File: config.mk
export PLATFORM = sky130hd
export DESIGN_NAME = pclk_rate_ctrl
export DESIGN_NICKNAME = d
export VERILOG_FILES = /design/src/rtl/pclk_rate_ctrl.sv
export SDC_FILE = /design/constraint.sdc
export NUM_CORES = 1
export LEC_CHECK = 0
export BUFFER_PORTS_ARGS = -buffer_cell sky130_fd_sc_hd__buf_2
export CAP_MARGIN = 20
export CORE_MARGIN = 2
export CORE_UTILIZATION = 45
export CTS_CLUSTER_SIZE = 40
export DETAILED_ROUTE_END_ITERATION = 10
export GPL_ROUTABILITY_DRIVEN = 0
export PLACE_DENSITY_LB_ADDON = 0.15
export SLEW_MARGIN = 10
export SYNTH_ARGS = -nofsm -noshare
export SYNTH_HDL_FRONTEND = slang
export SYNTH_SLANG_ARGS = --single-unit
export TNS_END_PERCENT = 5
File: constraint.sdc
create_clock -name Ref_Clk -period 2.1 [get_ports Ref_Clk]
set_clock_uncertainty 0.15 [all_clocks]
set_input_delay 0.315 -clock Ref_Clk [delete_from_list [all_inputs] [get_ports Ref_Clk]]
set_output_delay 0.315 -clock Ref_Clk [all_outputs]
set_load 0.05 [all_outputs]
File: src/rtl/pclk_rate_ctrl.sv
// rtl/pclk_rate_ctrl.sv - PCLK rate sequencer: serialises bus-width changes around a divider reset.
// Optional feature macro PCLK_RATE_CFG_LOCK_EN adds cfg_lock, which rejects every request while high.
module pclk_rate_ctrl #(
    parameter int LOCK_CYCLES    = 64,
    parameter int DRAIN_CYCLES   = 8,
    parameter int DIV_RST_CYCLES = 4,
    parameter int SETTLE_CYCLES  = 16,
    parameter int DEFAULT_WIDTH  = 8
) (
    input  logic       Ref_Clk,
    input  logic       rst,
`ifdef PCLK_RATE_CFG_LOCK_EN
    input  logic       cfg_lock,
`endif
    input  logic       width_req,
    input  logic [5:0] width_req_val,
    output logic       width_ack,
    output logic       width_err,
    output logic [5:0] DataBusWidth,
    output logic       Div_Rst_n,
    output logic       pclk_ready,
    output logic       busy
);
    localparam int MAX_A   = (LOCK_CYCLES > DRAIN_CYCLES) ? LOCK_CYCLES : DRAIN_CYCLES;
    localparam int MAX_B   = (DIV_RST_CYCLES > SETTLE_CYCLES) ? DIV_RST_CYCLES : SETTLE_CYCLES;
    localparam int MAX_CYC = (MAX_A > MAX_B) ? MAX_A : MAX_B;
    localparam int CW      = (MAX_CYC > 1) ? $clog2(MAX_CYC) : 1;

    localparam logic [CW-1:0] LOCK_LAST   = CW'(LOCK_CYCLES - 1);
    localparam logic [CW-1:0] DRAIN_LAST  = CW'(DRAIN_CYCLES - 1);
    localparam logic [CW-1:0] DIVRST_LAST = CW'(DIV_RST_CYCLES - 1);
    localparam logic [CW-1:0] SETTLE_LAST = CW'(SETTLE_CYCLES - 1);
    localparam logic [5:0]    DEF_W       = 6'(DEFAULT_WIDTH);

    typedef enum logic [2:0] {
        PLL_WAIT = 3'd0,
        SETTLE   = 3'd1,
        RUN      = 3'd2,
        DRAIN    = 3'd3,
        DIV_RST  = 3'd4
    } state_t;

    state_t        state_q, state_d;
    logic [CW-1:0] cnt_q, cnt_d;
    logic [5:0]    width_q, width_d;
    logic [5:0]    pend_q, pend_d;
    logic          from_chg_q, from_chg_d;
    logic          ack_q, ack_d;
    logic          err_q, err_d;
    logic          lock_w;
    logic          legal_w;

`ifdef PCLK_RATE_CFG_LOCK_EN
    assign lock_w = cfg_lock;
`else
    assign lock_w = 1'b0;
`endif

    assign legal_w = (width_req_val == 6'd8) || (width_req_val == 6'd16) || (width_req_val == 6'd32);

    always_ff @(posedge Ref_Clk) begin
        if (rst) begin
            state_q    <= PLL_WAIT;
            cnt_q      <= '0;
            width_q    <= DEF_W;
            pend_q     <= DEF_W;
            from_chg_q <= 1'b0;
            ack_q      <= 1'b0;
            err_q      <= 1'b0;
        end else begin
            state_q    <= state_d;
            cnt_q      <= cnt_d;
            width_q    <= width_d;
            pend_q     <= pend_d;
            from_chg_q <= from_chg_d;
            ack_q      <= ack_d;
            err_q      <= err_d;
        end
    end

    always_comb begin
        state_d    = state_q;
        cnt_d      = cnt_q + CW'(1);
        width_d    = width_q;
        pend_d     = pend_q;
        from_chg_d = from_chg_q;
        ack_d      = 1'b0;
        err_d      = 1'b0;
        case (state_q)
            PLL_WAIT: begin
                if (cnt_q == LOCK_LAST) begin
                    state_d    = SETTLE;
                    cnt_d      = '0;
                    from_chg_d = 1'b0;
                end
            end
            SETTLE: begin
                if (cnt_q == SETTLE_LAST) begin
                    state_d = RUN;
                    cnt_d   = '0;
                    ack_d   = from_chg_q;
                end
            end
            RUN: begin
                cnt_d = '0;
                // A request still held during the response pulse is the old one; skip it.
                if (width_req && !ack_q && !err_q) begin
                    if (lock_w || !legal_w) begin
                        err_d = 1'b1;
                    end else if (width_req_val == width_q) begin
                        ack_d = 1'b1;
                    end else begin
                        pend_d  = width_req_val;
                        state_d = DRAIN;
                    end
                end
            end
            DRAIN: begin
                if (cnt_q == DRAIN_LAST) begin
                    state_d = DIV_RST;
                    cnt_d   = '0;
                    width_d = pend_q;
                end
            end
            DIV_RST: begin
                if (cnt_q == DIVRST_LAST) begin
                    state_d    = SETTLE;
                    cnt_d      = '0;
                    from_chg_d = 1'b1;
                end
            end
            default: begin
                state_d = PLL_WAIT;
                cnt_d   = '0;
            end
        endcase
    end

    assign width_ack    = ack_q;
    assign width_err    = err_q;
    assign DataBusWidth = width_q;
    assign Div_Rst_n    = (state_q != PLL_WAIT) && (state_q != DIV_RST);
    assign pclk_ready   = (state_q == RUN);
    assign busy         = (state_q != RUN);

endmodule
==> results.md, run 1 <==
* Syn Nets at 148
* Chip width at 56.7 um
* DRT Wirelength at 2620 um
* Hold Vio Cnt, Final at 0
* Core area at 2690 sq um
* Die Y at 56.7 um
* DR top layer: met4
* Inst Count DP at 190
* HP Class: in2reg
* Worst-Skew Late Latency at 0.31 ns
* # diodes at 0
* PwrDens at 517 nW/um^2
* Slew Viols, Final at 0
* Io pins at 20
* Worst r2r path cells at 4
* Setup TNS at 0 ns
* # clock sinks at 24
* Slew headroom at 71.6%
* Register area share after synthesis at 38.4%
* Met2 routed WL at 1260 um
* Hold path start: width_req_val[4]
* Drc violations at 0
* CP max FO at 4
* Clock slew at reported path FFs at 0.13 ns
* Worst VDD drop at 0.000485 V
* # Max-Cap Violations at 0
* Die area at 3220 sq um
* GR Overflow Total at 0
* Vias per cell at 5.53
* WHS Path Cells at 3
* Fill cells at 234
* Iteration-0 DRC Markers at 48
* WL met3 at 99 um
* Detail Placement HPWL at 1930 um
* Synth-to-Final Area Change at 18.3%
* Worst Path Required at 2.18 ns
* Clock root cell: clkbuf_4
* Yosys warns at 0
* Vias in the first global route at 988
* Starting Density at 46.5%
* Routed via count at 1073
* Initial antenna violation count at 0
* Post-synth ARST share at 0%
* Top achievable clock speed at 0.500 GHz
* Port Buf Inserts at 19
* CP startpoint kind: flip-flop
* Syn Inst Count at 138
* Cts hold-fix bufs at 0
* Syn avg cell area at 9.06 sq um
* Post-layout util at 55.1%
* WP data arrival at 2.08 ns
* Yosys reg bits at 24
* Total Routing Usage GR at 17.0%
* Worst hold endpoint: pend_q[4]
* Worst-margin pin slew at 0.426 ns
* Share of cells above drive strength 1 at 25.8%
* Largest net degree at the start of global routing at 24
* Area of the multi-input gates at 719 sq um
* Postcts setup bufs at 0
* Row count at 19
* Crit Reg-Reg Startpoint: state_q[0]
* Worst Setup End Kind: flip-flop
* CTS tree: built
* Pleak at 0.590 nW
* Finished Layout Cells at 194
* Nets at 174
* Worst R2R Setup Slack at 0.1 ns
* Synthesized cell area at 1250 sq um
* First-pass GRT wire length at 4270 um
* Tmin final at 2.00 ns
* Distinct cell type count after synthesis at 45
* CTS Buffer Depth at 2
* Final worst-path cycle share at 95.3%
* DR WL/cell at 13.5 um
* Post-Route M1 WL at 1240 um
* Num CTS Buffers at 3
* Final ANT Viol Nets at 0
* Sequential cell area at 480 sq um
* Final Setup Violations at 0
* Status: finished clean
* Crit Reg-Reg Endpoint: width_ack
* Top_reg_cell synth: dfxtp_1
* WS Path Type: reg2reg
* CTS HTree Levels at 1
* Number of synthesized flops with an enable pin at 0
* Drt pass-1 iters at 4
## where the power goes
| group | internal (W) | leakage [nW] | switching, W |
|---|---|---|---|
| clock | 0.000106 | 0.0210 | 0.000134 |
| sequential | 0.000460 | 0.194 | 0.00000315 |
| combinational | 0.0000263 | 0.375 | 0.0000358 |
| total | 0.000593 | 0.590 | 0.000172 |
## worst max-delay path by stage
stage | from | endpoint | slack [ns]
finish | state_q[0] | width_ack | 0.1
global route | cnt_q[0] | width_ack | -0.003
CTS | state_q[0] | width_ack | 0.07
detailed placement | width_req | width_ack | 0.09
global placement | width_req | width_ack | 0.12
floorplan | state_q[1] | state_q[0] | 0.02
## worst max-delay path: stages (launching register included)
cell and delay [ns]:
dfxtp_1 0.33, or4b_1 0.57, or2_1 0.28, nand4b_1 0.26, a2111oi_4 0.32
## routing by layer
metal / global-route usage [%] / vias to the layer above
met5: 0 / -
met4: 4.08 / 0
met3: 4.84 / 2
met2: 27.9 / 19
met1: 21.9 / 503
li1: - / 549
## what timing repair did
action | in CTS | in global routing
gates resized for setup | 0 | 2
hold endpoints to repair | 0 | 0
setup endpoints to repair | 0 | 1
## per-stage QoR
step | total power, W | hold WS, ns | cell area [sq um] | setup slack [ns]
final | 0.000765 | 0.136 | 1480 | 0.0985
after global placement | 0.000534 | 0.282 | 1430 | 0.120
after detailed placement | 0.000535 | 0.297 | 1430 | 0.0895
after CTS | 0.000777 | 0.126 | 1470 | 0.0663
after global routing | 0.000804 | 0.136 | 1480 | -0.00321
after floorplan | 0.000512 | 0.267 | 1250 | 0.0242
## kinds of logic after synthesis
logic type,after synthesis,share of synthesized area [%]
AOI/OAI and AO/OA,28,17.9
muxes,9,7.21
xor gates and xnor gates,13,9.11
adders and majority gates,1,1.00
and+or+nand+nor,47,21.2
buffers and inverters,16,5.11
DFF,24,38.4
## cells in the final DEF (no fill, tap or decap), types with 5 or more instances in the layout
master and count:
nor2_1 18, mux2i_1 9, buf_2 19, dfxtp_1 24, xor2_1 8, buf_4 11, xnor2_1 5, nand2b_1 5
inv_1 7
## state kept, by name, indices dropped and copies added (netlist names)
register	count
from_chg_q	1
width_ack	1
DataBusWidth	6
cnt_q	6
width_err	1
state_q	3
pend_q	6
## layout make-up
cell class                      instances  share of cell area [%]
Tap cell                               31                    2.62
Clock buffer                            4                    2.45
Inverter                                7                    1.78
Timing Repair Buffer                   30                    12.0
Multi-Input combinational cell         98                    48.6
Sequential cell                        24                    32.5
## synthesized netlist by cell type (2+ instances only)
cell type | number | area (sq um)
nor2_1 | 18 | 67.6
and3_1 | 2 | 12.5
nor3_1 | 3 | 15.0
nand3_1 | 2 | 10.0
a311oi_1 | 2 | 17.5
clkbuf_1 | 4 | 15.0
xor2_1 | 8 | 70.1
nand2b_1 | 5 | 31.3
nor3b_1 | 3 | 22.5
buf_2 | 3 | 15.0
a21oi_1 | 3 | 15.0
a31o_2 | 2 | 17.5
nand2_1 | 3 | 11.3
xnor2_1 | 5 | 43.8
o31ai_1 | 2 | 15.0
dfxtp_1 | 24 | 480
buf_1 | 2 | 7.51
mux2i_1 | 9 | 90.1
o21ai_0 | 3 | 15.0
inv_1 | 7 | 26.3
a211oi_1 | 3 | 22.5
nand4_1 | 2 | 12.5
Note: power is estimated with default switching activity, not from simulation.
==> run 2: changes to the inputs <==
--- a/config.mk
+++ b/config.mk
@@ -5,10 +5,11 @@
 export SDC_FILE = /design/constraint.sdc
 export NUM_CORES = 1
 export LEC_CHECK = 0
+export ABC_AREA = 1
 export BUFFER_PORTS_ARGS = -buffer_cell sky130_fd_sc_hd__buf_2
 export CAP_MARGIN = 20
 export CORE_MARGIN = 2
-export CORE_UTILIZATION = 45
+export CORE_UTILIZATION = 35
 export CTS_CLUSTER_SIZE = 40
 export DETAILED_ROUTE_END_ITERATION = 10
 export GPL_ROUTABILITY_DRIVEN = 0
==> run 2 against run 1 <==
  * Design area is 5.5% lower
  * Worst setup slack better by 0.18 ns
  * Register-to-register slack better by 0.30 ns
  * Sequential share of layout area is 1.9 points higher
  * Global-route usage is 3.2 points lower
  * Worst hold slack better by 0.0015 ns
  * Core utilization is 13 points lower
  * Clock power is 16% lower
  * Maximum frequency is 9.6% higher
  * Wire length is 5.5% lower
  * First-iteration DRC count is 31% lower
  * Area after synthesis is 1.5% lower
==> results.md, run 2 <==
* Drc violations at 0 (unchanged)
* Clk pwr share at 18.7% (was 31.3%)
* Nets at 211 (was 174)
* Iteration-0 DRC Markers at 33 (was 48)
* Finished Layout Cells at 245 (was 194)
* Share of cells above drive strength 1 at 23.1% (was 25.8%)
* Final worst-path cycle share at 87.0% (was 95.3%)
* Vias per cell at 4.71 (was 5.53)
* Initial antenna violation count at 0 (unchanged)
* Die Y at 63.3 um (was 56.7 um)
* First-pass GRT wire length at 4430 um (was 4270 um)
* CTS HTree Levels at 1 (unchanged)
* Synthesized cell area at 1230 sq um (was 1250 sq um)
* Status: finished clean (unchanged)
* Syn Inst Count at 179 (was 138)
* Row count at 21 (was 19)
* Total power at 0.00107 W (was 0.000765 W)
* Number of synthesized flops with an enable pin at 0 (unchanged)
* Final Setup Violations at 0 (unchanged)
* Routed via count at 1154 (was 1073)
* Num CTS Buffers at 3 (unchanged)
* Detail Placement HPWL at 2010 um (was 1930 um)
* Commonest cells after routing, fill and taps aside: 40 x nand2_1, 26 x inv_1, 24 x dfxtp_1 (was 24 x dfxtp_1, 19 x buf_2, 18 x nor2_1)
* Vias in the first global route at 1061 (was 988)
* Max incr delay on CP at 0.40 ns (was 0.57 ns)
* Post-CTS resize count at 0 (unchanged)
* Worst Setup End Kind: primary output (was flip-flop)
* Cts hold-fix bufs at 0 (unchanged)
* Yosys reg bits at 24 (unchanged)
* Synth area leader: dfxtp_1 (unchanged)
* Tmin final at 1.83 ns (was 2.00 ns)
* Die area at 4010 sq um (was 3220 sq um)
* Internal power at 0.000657 W (was 0.000593 W)
* Sequential share of power at 48.0% (was 60.6%)
* CTS Buffer Depth at 2 (unchanged)
* Top_reg_cell synth: dfxtp_1 (unchanged)
* Chip width at 63.3 um (was 56.7 um)
* Slew Viols, Final at 0 (unchanged)
* Post-Route M1 WL at 1200 um (was 1240 um)
* Largest cells by area after synthesis: dfxtp_1 39%, nand2_1 12%, inv_1 7.9%, nor2_1 5.8%, a21oi_1 4.9% (was dfxtp_1 38%, mux2i_1 7.2%, xor2_1 5.6%, nor2_1 5.4%, xnor2_1 3.5%)
* Clock root cell: clkbuf_4 (unchanged)
* DRT Wirelength at 2480 um (was 2620 um)
* Hold Vio Cnt, Final at 0 (unchanged)
* Register area share after synthesis at 39.0% (was 38.4%)
* Syn avg cell area at 6.88 sq um (was 9.06 sq um)
* Final hold slack at 0.137 ns (was 0.136 ns)
* Pleak at 0.654 nW (was 0.590 nW)
* Post-synth ARST share at 0% (unchanged)
* DR WL/cell at 10.1 um (was 13.5 um)
* Fill cells at 385 (was 234)
* # Max-Cap Violations at 0 (unchanged)
* Yosys warns at 0 (unchanged)
* CP max-delay cell: dfxtp_1 (was or4b_1)
* Worst-margin pin slew at 0.313 ns (was 0.426 ns)
* Area of the multi-input gates at 618 sq um (was 719 sq um)
* Postcts setup bufs at 0 (unchanged)
* Io pins at 20 (unchanged)
* Worst-Skew Late Latency at 0.31 ns (about the same)
* Total Routing Usage GR at 13.8% (was 17.0%)
* Most numerous cell in the Yosys netlist: nand2_1 (was dfxtp_1)
* Largest net degree at the start of global routing at 13 (was 24)
* Core area at 3360 sq um (was 2690 sq um)
* Most common cell after layout, fill and taps aside: nand2_1 (was dfxtp_1)
* Worst Path Required at 1.63 ns (was 2.18 ns)
* HP Class: in2reg (unchanged)
* Top achievable clock speed at 0.547 GHz (was 0.500 GHz)
* Syn Nets at 189 (was 148)
* WP data arrival at 1.36 ns (was 2.08 ns)
* CP max FO at 5 (was 4)
* Inst Count DP at 242 (was 190)
* PwrDens at 766 nW/um^2 (was 517 nW/um^2)
* Worst path cell trace: inv_2, nor3_4, inv_1, buf_2 (was or4b_1, or2_1, nand4b_1, a2111oi_4)
* Final ANT Viol Nets at 0 (unchanged)
* # diodes at 0 (unchanged)
* Met2 routed WL at 1140 um (was 1260 um)
* Area share of the largest cell type after synthesis at 39.0% (was 38.4%)
* Worst VDD drop at 0.000215 V (was 0.000485 V)
* Switch share at 38.6% (was 22.5%)
* Sequential cell area at 480 sq um (unchanged)
* DR top layer: met4 (unchanged)
* WL met3 at 109 um (was 99 um)
* Combinational power share at 33.3% (was 8.1%)
* RSZ-0062 raised after global routing: false
* Top cells by count, synth: 40 x nand2_1, 26 x inv_1, 24 x dfxtp_1 (was 24 x dfxtp_1, 18 x nor2_1, 9 x mux2i_1)
* Slew headroom at 79.1% (was 71.6%)
* Worst R2R Setup Slack at 0.40 ns (was 0.1 ns)
* # clock sinks at 24 (unchanged)
* Drt pass-1 iters at 4 (unchanged)
* Synth-to-Final Area Change at 13.5% (was 18.3%)
* Starting Density at 36.6% (was 46.5%)
* Sw Pwr at 0.000414 W (was 0.000172 W)
* Setup TNS at 0 ns (unchanged)
* WS Path Type: reg2out (was reg2reg)
* Clock slew at reported path FFs at 0.13 ns (about the same)
* Port Buf Inserts at 19 (unchanged)
* CP startpoint kind: flip-flop (unchanged)
* CTS tree: built (unchanged)
* Distinct cell type count after synthesis at 29 (was 45)
* GR Overflow Total at 0 (unchanged)
[run 2: routing by layer]
| layer | global-route usage, % | vias up |
|---|---|---|
| met5 | 0 | - |
| met4 | 4.89 | 0 |
| met3 | 2.14 | 4 |
| met2 | 23.7 | 25 |
| met1 | 17.4 | 521 |
| li1 | - | 604 |
[run 2: worst max-delay path, delay by kind of cell (launching register included)]
family	cells	cell delay (ns)
buffers and inverters	3	0.46
flip-flops	1	0.40
AND/OR/NAND/NOR	1	0.19
[run 2: stage by stage]
stage | util (%) | cell area (sq um) | worst slack (ns)
finish | 41.6 | 1400 | 0.273
global route | 41.6 | 1400 | 0.158
CTS | 41.6 | 1400 | 0.253
detailed placement | 40.9 | 1380 | 0.397
global placement | 40.9 | 1380 | 0.472
floorplan | - | 1230 | 0.222
[run 2: logic make-up after synthesis]
group                    after synthesis  share of synthesized area, %
adder cells (fa/ha/maj)                1                          1.02
flip-flops                            24                          39.0
XOR/XNOR                               1                         0.712
buffers and inverters                 34                          10.8
AND/OR/NAND/NOR                       96                          38.5
AO/OA/AOI/OAI                         23                          9.96
[run 2: final cells by class]
type	count	share of cell area, %
clock buffer	3	1.61
multi-input combinational	121	44.2
tap	46	4.12
sequential	24	34.4
timing repair buffer	20	7.34
inverter	31	8.33
[run 2: power groups by stage]
stage | combinational [W] | sequential [W] | clock (W)
after floorplan | 0.000282 | 0.000527 | 0
after global placement | 0.000355 | 0.000524 | 0
after detailed placement | 0.000358 | 0.000525 | 0
after CTS | 0.000360 | 0.000514 | 0.000213
after global routing | 0.000401 | 0.000522 | 0.000232
final | 0.000357 | 0.000514 | 0.000200
[run 2: final timing paths]
kind	start	endpoint	depth (start not counted)
setup / recovery	state_q[1]	busy	4
setup reg to reg	cnt_q[0]	cnt_q[1]	8
hold reg to reg	pend_q[5]	DataBusWidth[5]	2
hold / removal	rst	from_chg_q	2
==> run 3: changes to the inputs <==
==> constraint.sdc (replaced) <==
create_clock -name Ref_Clk -period 1.65 [get_ports Ref_Clk]
set_clock_uncertainty 0.15 [all_clocks]
set_input_delay 0.2475 -clock Ref_Clk [delete_from_list [all_inputs] [get_ports Ref_Clk]]
set_output_delay 0.2475 -clock Ref_Clk [all_outputs]
set_load 0.05 [all_outputs]
==> run 3 against run 2 <==
  * Critical path depth up 7
  * Design area up 7.7%
  * Core utilization is 3.2 points higher
  * Critical endpoint is now state_q[1]
  * Die area unchanged
  * Register-to-register slack got worse by 0.38 ns
  * Largest power group unchanged
  * Clock power rose by 60%
==> results.md, run 3 (synthesis gave the netlist of run 2 again) <==
* WP buf/inv at 0 (was 3)
* Port Buf Inserts at 19 (unchanged)
* Tmin final at 1.63 ns
* CP max FO at 5 (unchanged)
* Cts hold-fix bufs at 0 (unchanged)
* CTS tree: built (unchanged)
* Drt pass-1 iters at 4 (unchanged)
* CTS HTree Levels at 1 (unchanged)
* Vias per cell at 4.57 (was 4.71)
* Die area at 4010 sq um (unchanged)
* First-pass GRT wire length at 4840 um (was 4430 um)
* Setup TNS at 0 ns (unchanged)
* # clock sinks at 24 (unchanged)
* Sw Pwr at 0.000593 W (was 0.000414 W)
* Combinational power share at 35.2% (was 33.3%)
* Vias in the first global route at 1111 (was 1061)
* WS Path Type: reg2reg (was reg2out)
* Final worst-path cycle share at 98.5%
* Slew headroom at 77.8% (was 79.1%)
* GR Overflow Total at 0 (unchanged)
* Clock root cell: clkbuf_4 (unchanged)
* Most common cell after layout, fill and taps aside: nand2_1 (unchanged)
* Num CTS Buffers at 3 (unchanged)
* Drc violations at 0 (unchanged)
* PwrDens at 1020 nW/um^2 (was 766 nW/um^2)
* Total Routing Usage GR at 14.9% (was 13.8%)
* Worst Setup End Kind: flip-flop (was primary output)
* Internal power at 0.000945 W (was 0.000657 W)
* CP startpoint kind: flip-flop (unchanged)
* Worst path cell trace: ha_4, nand2_4, nor2_4, nand2_1, nand2_2, nand2_4, nor2_4, nand2_2, nand2_1, nand2_1, nor2_1 (was inv_2, nor3_4, inv_1, buf_2)
* CP max-delay cell: dfxtp_4 (was dfxtp_1)
* Io pins at 20 (unchanged)
* Largest net degree at the start of global routing at 14 (was 13)
* Chip width at 63.3 um (unchanged)
* Status: finished clean (unchanged)
* RSZ-0062 raised after global routing: true (was false)
* Final Setup Violations at 0 (unchanged)
* Nets at 215 (was 211)
* CTS Buffer Depth at 2 (unchanged)
* Clock slew at reported path FFs at 0.15 ns (was 0.13 ns)
* Core area at 3360 sq um (unchanged)
* Worst Path Required at 1.77 ns (was 1.63 ns)
* Pleak at 0.709 nW (was 0.654 nW)
* Detail Placement HPWL at 2020 um (was 2010 um)
* Top achievable clock speed at 0.615 GHz
* Switch share at 38.6% (about the same)
* Share of cells above drive strength 1 at 29.9% (was 23.1%)
* # diodes at 0 (unchanged)
* Crit-path leading delay family: simple AND/OR/NAND/NOR gates (was buffers and inverters)
* WP data arrival at 1.75 ns (was 1.36 ns)
* Hold Vio Cnt, Final at 0 (unchanged)
* Worst VDD drop at 0.000310 V (was 0.000215 V)
* Die Y at 63.3 um (unchanged)
* Routed via count at 1143 (was 1154)
* Iteration-0 DRC Markers at 47 (was 33)
* Commonest cells after routing, fill and taps aside: 39 x nand2_1, 25 x inv_1, 19 x dfxtp_1, 19 x nor2_1, 16 x buf_2 (was 40 x nand2_1, 26 x inv_1, 24 x dfxtp_1)
* Initial antenna violation count at 0 (unchanged)
* DRT Wirelength at 2740 um (was 2480 um)
* Row count at 21 (unchanged)
* Final hold slack at 0.0421 ns (was 0.137 ns)
* Max incr delay on CP at 0.39 ns (was 0.40 ns)
* Cell mode on critical path: nand2_1
* Slew Viols, Final at 0 (unchanged)
* Worst-margin pin slew at 0.333 ns (was 0.313 ns)
* # Max-Cap Violations at 0 (unchanged)
* HP Class: in2reg (unchanged)
* Worst-Skew Late Latency at 0.32 ns (was 0.31 ns)
* Final ANT Viol Nets at 0 (unchanged)
* Clk pwr share at 20.9% (was 18.7%)
* Starting Density at 36.6% (unchanged)
* Synth-to-Final Area Change at 22.3% (was 13.5%)
* Sequential share of power at 43.9% (was 48.0%)
* DR WL/cell at 11.0 um (was 10.1 um)
* Fill cells at 369 (was 385)
==> run 3: cell types whose count changed in the layout (fill, tap and decap cells not counted), sizes merged <==
| cell | change |
|---|---|
| clkbuf | +1 |
| buf | +4 |
==> run 3: path summary, 6_finish.rpt <==
check / start / cells past startpoint / slack, ns / endpoint
setup / recovery: cnt_q[0] / 11 / 0.02 / state_q[1]
hold / removal: rst / 2 / 0.04 / state_q[2]
setup reg to reg: cnt_q[0] / 11 / 0.02 / state_q[1]
hold reg to reg: pend_q[0] / 2 / 0.29 / DataBusWidth[0]
==> run 3: layout make-up <==
type | count | area, sq um | share of cell area [%]
timing repair buffer | 24 | 148 | 9.81
tap | 46 | 57.6 | 3.82
clock buffer | 4 | 36.3 | 2.41
multi-input combinational | 121 | 658 | 43.7
sequential | 24 | 489 | 32.5
inverter | 31 | 116 | 7.73
==> run 3: power by group through the flow <==
stage	sequential [W]	combinational (W)	clock, W
global route	0.000681	0.000601	0.000360
finish	0.000676	0.000542	0.000321
CTS	0.000660	0.000511	0.000327
global placement	0.000666	0.000454	0
detailed placement	0.000667	0.000465	0
floorplan	0.000671	0.000359	0
==> run 3: routing by layer <==
| layer | track usage (%) | up-vias | part of all wire [%] |
|---|---|---|---|
| li1 | - | 610 | - |
| met1 | 19.9 | 516 | 50 |
| met2 | 24.3 | 15 | 46 |
| met3 | 2.50 | 2 | 3.1 |
| met4 | 5.43 | 0 | 0.66 |
| met5 | 0 | - | 0 |
==> run 3: timing repair <==
item                       CTS  global route
buffers inserted             2             2
resized for setup           10            10
pin swaps                    1             2
setup endpoints to repair   11            18
==> run 3: per-stage QoR <==
stage | worst slack (ns) | utilization, % | std cells | area (sq um) | power, W
floorplan | -0.228 | - | 179 | 1230 | 0.00103
global route | -0.0981 | 44.8 | 250 | 1510 | 0.00164
global placement | 0.0355 | 40.9 | 242 | 1380 | 0.00112
detailed placement | -0.0252 | 40.9 | 242 | 1380 | 0.00113
finish | 0.0250 | 44.8 | 250 | 1510 | 0.00154
CTS | -0.00390 | 43.1 | 248 | 1450 | 0.00150
